`config.mk`:
```
export PLATFORM = sky130hd
export DESIGN_NAME = gcd_datapath
export DESIGN_NICKNAME = d
export VERILOG_FILES = /design/src/rtl/gcd_datapath.sv
export SDC_FILE = /design/constraint.sdc
export NUM_CORES = 1
export LEC_CHECK = 0
export BUFFER_PORTS_ARGS = -buffer_cell sky130_fd_sc_hd__buf_2
export CAP_MARGIN = 25
export CORE_ASPECT_RATIO = 1.1
export CORE_MARGIN = 2
export CORE_UTILIZATION = 54
export CTS_CLUSTER_SIZE = 20
export DETAILED_ROUTE_END_ITERATION = 8
export GPL_TIMING_DRIVEN = 0
export HOLD_SLACK_MARGIN = 0.02
export PLACE_DENSITY = 0.79
export SLEW_MARGIN = 10
export SYNTH_ARGS = -nofsm -noshare
export SYNTH_HDL_FRONTEND = slang
export SYNTH_SLANG_ARGS = --single-unit
```
`constraint.sdc`:
```
create_clock -name clk -period 3.6 [get_ports clk]
set_input_delay 0.36 -clock clk [delete_from_list [all_inputs] [get_ports clk]]
set_output_delay 0.36 -clock clk [all_outputs]
set_load 0.05 [all_outputs]
```
`src/rtl/gcd_datapath.sv`:
```
// ---------------------------------------------------------------------------
// gcd_datapath
//
// Operand/result datapath for a subtract-and-swap GCD engine. The partner
// control unit sequences load, subtract and swap strobes. This block returns
// the K1/K2 decision flags and captures the final GCD into a result register.
// The result leaves through a valid/ready handshake.
//
// Parameters
//   WIDTH      operand and result width (unsigned)
//   CW         width of the saturating operation counters
//
// Ports
//   clk        rising-edge clock
//   reset_n    synchronous, active-low reset
//   x_in/y_in  external operands, sampled only on a select-load
//   selectxy   strobe: load the external operands
//   swap       strobe: XR <= YR, YR <= XR
//   subract    strobe: XR <= XR - YR
//   loadxr     XR write enable
//   loadyr     YR write enable
//   K1         YR being written this cycle is non-zero
//   K2         XR being written this cycle is >= YR being written
//   result     captured GCD
//   out_valid  result is valid; held until accepted
//   out_ready  consumer accepts result
//   busy       an operand set is loaded but not yet captured
//   sub_count  subtract operations since the last load (saturating)
//   swap_count swap operations since the last load (saturating)
//   err        sticky flag for illegal strobe combinations
// ---------------------------------------------------------------------------
module gcd_datapath #(
    parameter int WIDTH = 8,
    parameter int CW    = 8
) (
    input  logic             clk,
    input  logic             reset_n,
    input  logic [WIDTH-1:0] x_in,
    input  logic [WIDTH-1:0] y_in,
    input  logic             selectxy,
    input  logic             swap,
    input  logic             subract,
    input  logic             loadxr,
    input  logic             loadyr,
    output logic             K1,
    output logic             K2,
    output logic [WIDTH-1:0] result,
    output logic             out_valid,
    input  logic             out_ready,
    output logic             busy,
    output logic [CW-1:0]    sub_count,
    output logic [CW-1:0]    swap_count,
    output logic             err
);

    logic [WIDTH-1:0] r_xr;
    logic [WIDTH-1:0] r_yr;
    logic [WIDTH-1:0] r_result;
    logic             r_out_valid;
    logic             r_busy;
    logic [CW-1:0]    r_sub_count;
    logic [CW-1:0]    r_swap_count;
    logic             r_err;

    logic [WIDTH-1:0] w_xr_d;
    logic [WIDTH-1:0] w_yr_d;
    logic             w_select_load;
    logic             w_sub_op;
    logic             w_swap_op;
    logic             w_illegal;
    logic             w_done;

    // Counter increment that sticks at all-ones instead of wrapping.
    function automatic logic [CW-1:0] sat_inc(input logic [CW-1:0] v);
        logic [CW-1:0] one;
        one = {{(CW-1){1'b0}}, 1'b1};
        return (v == {CW{1'b1}}) ? v : v + one;
    endfunction

    // Next-value muxes; priority is selectxy > swap > subtract.
    always_comb begin
        w_xr_d = r_xr;
        w_yr_d = r_yr;
        if (loadxr) begin
            if (selectxy)
                w_xr_d = x_in;
            else if (swap)
                w_xr_d = r_yr;
            else
                w_xr_d = r_xr - r_yr;
        end
        if (loadyr) begin
            if (selectxy)
                w_yr_d = y_in;
            else
                w_yr_d = r_xr;
        end
    end

    // Flags look at the values being written. The controller then decides on
    // the post-operation operands. If the flags came from the register outputs,
    // the controller would act one step late and XR could underflow.
    assign K1 = (w_yr_d != '0);
    assign K2 = (w_xr_d >= w_yr_d);

    assign w_select_load = selectxy & loadxr;
    assign w_sub_op      = loadxr & subract & ~swap & ~selectxy;
    assign w_swap_op     = loadxr & loadyr & swap & ~selectxy;
    assign w_illegal     = (swap & subract)
                         | (loadyr & ~loadxr)
                         | (selectxy & ~(loadxr & loadyr));
    // With both enables low, the controller is in its terminal state.
    // Because busy is qualified, only the first such cycle captures.
    assign w_done        = ~loadxr & ~loadyr & r_busy;

    always_ff @(posedge clk) begin
        if (!reset_n) begin
            r_xr         <= '0;
            r_yr         <= '0;
            r_result     <= '0;
            r_out_valid  <= 1'b0;
            r_busy       <= 1'b0;
            r_sub_count  <= '0;
            r_swap_count <= '0;
            r_err        <= 1'b0;
        end else begin
            r_xr <= w_xr_d;
            r_yr <= w_yr_d;

            if (w_illegal)
                r_err <= 1'b1;

            if (w_select_load) begin
                r_busy       <= 1'b1;
                r_sub_count  <= '0;
                r_swap_count <= '0;
            end else begin
                if (w_sub_op)
                    r_sub_count <= sat_inc(r_sub_count);
                if (w_swap_op)
                    r_swap_count <= sat_inc(r_swap_count);
            end

            // A capture wins over a handshake. The handshake needs out_valid
            // to be high already, so a ready in the capture cycle is ignored.
            if (w_done) begin
                r_result    <= r_xr;
                r_out_valid <= 1'b1;
                r_busy      <= 1'b0;
            end else if (r_out_valid && out_ready) begin
                r_out_valid <= 1'b0;
            end
        end
    end

    assign result     = r_result;
    assign out_valid  = r_out_valid;
    assign busy       = r_busy;
    assign sub_count  = r_sub_count;
    assign swap_count = r_swap_count;
    assign err        = r_err;

endmodule

```
# Word-level counts from Yosys, hierarchy flattened
# Index checks and enable logic that the tools add are counted.
# classes
order_cmp,1
bitwise,22
reduce_logical,7
eq_ne,2
addsub,3
n_mux,7
# ops
operator,count
8-bit two-way mux,5
8-bit by 1-bit adder with 8-bit output (second input constant),2
8-bit equality test (second input constant),2
1-bit AND,12
8-bit >= comparator,1
1-bit NOT,8
8-bit nonzero test,1
8-bit subtractor,1
2-bit AND reduction,2
2-bit OR reduction,2
1-bit two-way mux,2
1-bit bitwise OR,2
2-bit nonzero test,1
1-bit logical AND,1
# word_totals
elab_cells,50
reg_bits,43
input_bits,24
out_inout_bits,29

# Longest topological paths before layout
# logic_depth
word_depth,5
depth_mapped,15
mapped_depth_nobuf,15

# Worst setup path after synthesis
# OpenSTA, ideal clock, no wires.
# synth_timing
kind,reg-to-output
from,register r_xr[0]
to,output K2
path_slack_ns,0.656
t_arrival_ns,2.584
n_path_buf,0
stages_incl_launch_ff,16
path_cell_list,dfxtp_1 inv_1 ha_1 inv_1 fa_1 a21o_1 a21oi_1 xnor2_1 nor2_1 nor3_1 ha_1 a21o_1 a21oi_1 o31ai_1 nand3_1 nand2_1
# synth_between
elab_chain_len,5
word_cells_on_any_way,7
classes_between,1 x add/sub; 1 x order compare; 5 x mux
# synth_rtl
item,line_no,text
from (decl),56,logic [WIDTH-1:0] r_xr;
from (signal assigned),127,r_xr <= w_xr_d;
8-bit subtractor,90,w_xr_d = r_xr - r_yr;
8-bit two-way mux,87,else if (swap)
8-bit two-way mux,85,if (selectxy)
8-bit two-way mux,84,if (loadxr) begin
named net w_xr_d[4],65,logic [WIDTH-1:0] w_xr_d;
8-bit >= comparator,104,assign K2 = (w_xr_d >= w_yr_d);
to (decl),46,"output logic K2,"
# The timed path passes the listed nets, and every way through them passes these cells.

# Worst setup path in the final report
# Same ends and word-level chain as after synthesis.

==> results.yml <==
clock_network:
  cts.sinks: 43
  htreeDepth: 2
  cts_tree: "built"
  clkSlewWorstSetupHoldPaths_ns: 0.08
  clock_latency_ns: 0.30
  clock_path_buffers: 2
  cts_buffers: 5
  cts-root-buf: "clkbuf_8"
timing:
  slew_headroom: 0.589
  finalClockSkew_ns: 0.00758
  setup_ws_ns: 0.197
  setup_viol: 0
  holdWs_ns: 0.321
  finalSetupTns_ns: 0
  fmax_mhz: 294
  timing.final.crit_share: 0.945
  maxSlewViolCount: 0
  worst_pin_slew_ns: 0.610
  fin_crit_ns: 3.40
  finalHoldViolations: 0
  rsz0062_at_grt: "false"
yosys:
  netlist_instances: 305
  synthAdderAreaFrac: 0.0944
  post_synth_xor_area_fraction: 0.0639
  synth_async_sr_flop_share: 0
  synth_area_um2: 2470
  seq_area_frac_synth: 0.349
  synthSimpleGateAreaFrac: 0.220
  synth_top_family_by_area: "simple AND/OR/NAND/NOR gates"
  synthMuxAreaShare: 0.0533
  syn_area_per_cell_um2: 8.09
  synth_edf_count: 0
  ys.flop_type: "dfxtp_1"
  synth_compound_area_frac: 0.171
  synth_nets: 347
  ys_seq_elements: 43
  yosysWarnings: 0
  synth.distinct_cells: 41
critical_path:
  start_kind: "flop"
  crit_path_end_kind: "primary output"
  reg2regPathDepth: 10
  arrival_ns: 3.04
  crit_fanout: 3
  cp.required_ns: 3.24
  worstSetupPathType: "reg2out"
place:
  dp_hpwl_um: 4530
  preCtsSetupSlack_ns: 0.511
  dp.cells: 411
  gp_congestion: 0.900
  io_buffers: 52
  placed_area_um2: 2790
layout:
  postLayoutCellArea_um2: 2940
  area_growth_pct: 19.3
  utilization: 0.677
  diodes: 0
  layout_commonest_cell: "buf_2"
  drive_above_1_share: 0.210
  finalNonFillerCells: 420
  nets: 407
  final_cell_mix: "buf_2, dfxtp_1, nor2_1"
floorplan:
  die_w_um: 68.4
  die_area_um2: 5120
  row_count: 25
  io_pins: 53
  dieHeight_um: 74.9
  start_util: 0.567
  core_um2: 4350
global_routing:
  grt_usage: 0.262
  grt_pass1_wl_um: 9960
  antenna_found_initial: 0
  grt-ovfl-total: 0
  grt_pass1_vias: 2179
  grt_max_degree: 14
min_path:
  hold_path.class: "in2reg"
  min_path_cells: 3
power:
  leakage_nw: 1.29
  p_sw_frac: 0.286
  ir_worst_vdd_mv: 0.265
  p_switching_uw: 356
  power_frac_seq: 0.409
  finalPower_mw: 1.24
  combinationalPowerShare: 0.229
  pwr-share-clk: 0.362
  p_per_area_nw_per_um2: 423
  intPower_uw: 888
drt:
  wl_um: 6130
  drtPass1Iterations: 4
  viasPerCell: 5.54
  vias: 2328
  wl_per_cell_um: 14.6
  drtAntennaViolNets: 0
  drc_errors: 0
  drt_iter0_drc: 138
flow_run:
  maxCapViolations: 0
status:
  status: "completed"
-- area by class of cell --
type	instances	area, µm²
Fill cell	386	1410
Inverter	15	56.3
Clock buffer	6	72.6
Clock inverter	2	60.1
Multi-Input combinational cell	235	1490
Buffer	12	61.3
Tap cell	54	67.6
Timing Repair Buffer	53	270
Sequential cell	43	861
-- sequential cells by signal, indices dropped and copies added, names as in the netlist --
register	flops
busy	1
swap_count	8
sub_count	8
r_xr	8
out_valid	1
result	8
err	1
r_yr	8
-- Yosys cell counts (2+ instances only) --
cell type   n  share of area
dfxtp_1    43           0.35
nor2_1     39          0.059
nand2_1    37          0.056
a21oi_1    29          0.059
ha_1       17          0.086
o21ai_0    17          0.034
xnor2_1    16          0.057
inv_1      15          0.023
mux2i_1    12          0.049
nor3_1     10          0.020
nand3_1     9          0.018
buf_2       7          0.014
a211oi_1    5          0.015
and2_1      4          0.010
clkbuf_1    4         0.0061
nand2b_1    4          0.010
nand4_1     4          0.010
a21o_1      3         0.0091
o211ai_1    3         0.0091
or3_1       3         0.0076
nor2b_1     2         0.0051
o21a_1      2         0.0061
xor2_1      2         0.0071
-- metal layers --
layer / vias up / global-route usage / routed length, µm
met2: 70 / 0.438 / 2890
met4: 0 / 0.0844 / 94
met5: - / 0 / 0
met1: 1068 / 0.330 / 2820
met3: 10 / 0.0628 / 334
li1: 1180 / - / -
-- repair_timing --
action	4_1_cts	5_1_grt
hold buffers	0	0
endpoints found under the setup margin	0	1
gates resized for setup	0	4
setup buffers	0	1
-- cells by family (layout without fill, tap and decap cells) --
kind of cell / count (synthesis) / in the layout
and+or+nand+nor: 118 / 118
AOI/OAI and AO/OA: 68 / 68
DFF: 43 / 43
buffers and inverters: 27 / 88
adders and majority gates: 18 / 18
xor gates and xnor gates: 18 / 18
muxes: 13 / 13
-- critical path: stages, from the launching register on --
cell and delay, ns:
dfxtp_1 0.33, inv_1 0.08, ha_1 0.16, inv_1 0.06
fa_2 0.35, a21o_1 0.22, a21oi_2 0.17, xnor2_1 0.13
nor2_1 0.08, nor3_1 0.18, ha_1 0.27, a21o_1 0.18
a21oi_1 0.13, o31ai_1 0.09, nand3_1 0.09, nand2_1 0.05
buf_4 0.18
-- worst paths after layout --
check                         startpoint                     end  slack (ns)
setup / recovery      r_xr[0]$_SDFF_PN0_                      K2        0.20
hold reg to reg   result[2]$_SDFFE_PN0P_  result[2]$_SDFFE_PN0P_        0.45
setup reg to reg      r_xr[0]$_SDFF_PN0_      r_xr[6]$_SDFF_PN0_        1.55
hold / removal                 out_ready  out_valid$_SDFFE_PN0P_        0.32
-- power by group through the flow --
stage	combinational, mW	clock, mW	sequential (mW)
final	0.285	0.450	0.509
after global placement	0.266	0	0.520
after detailed placement	0.271	0	0.520
after floorplan	0.197	0	0.527
after CTS	0.273	0.453	0.509
after global routing	0.316	0.470	0.512
Note: power is estimated with default switching activity, not from simulation.
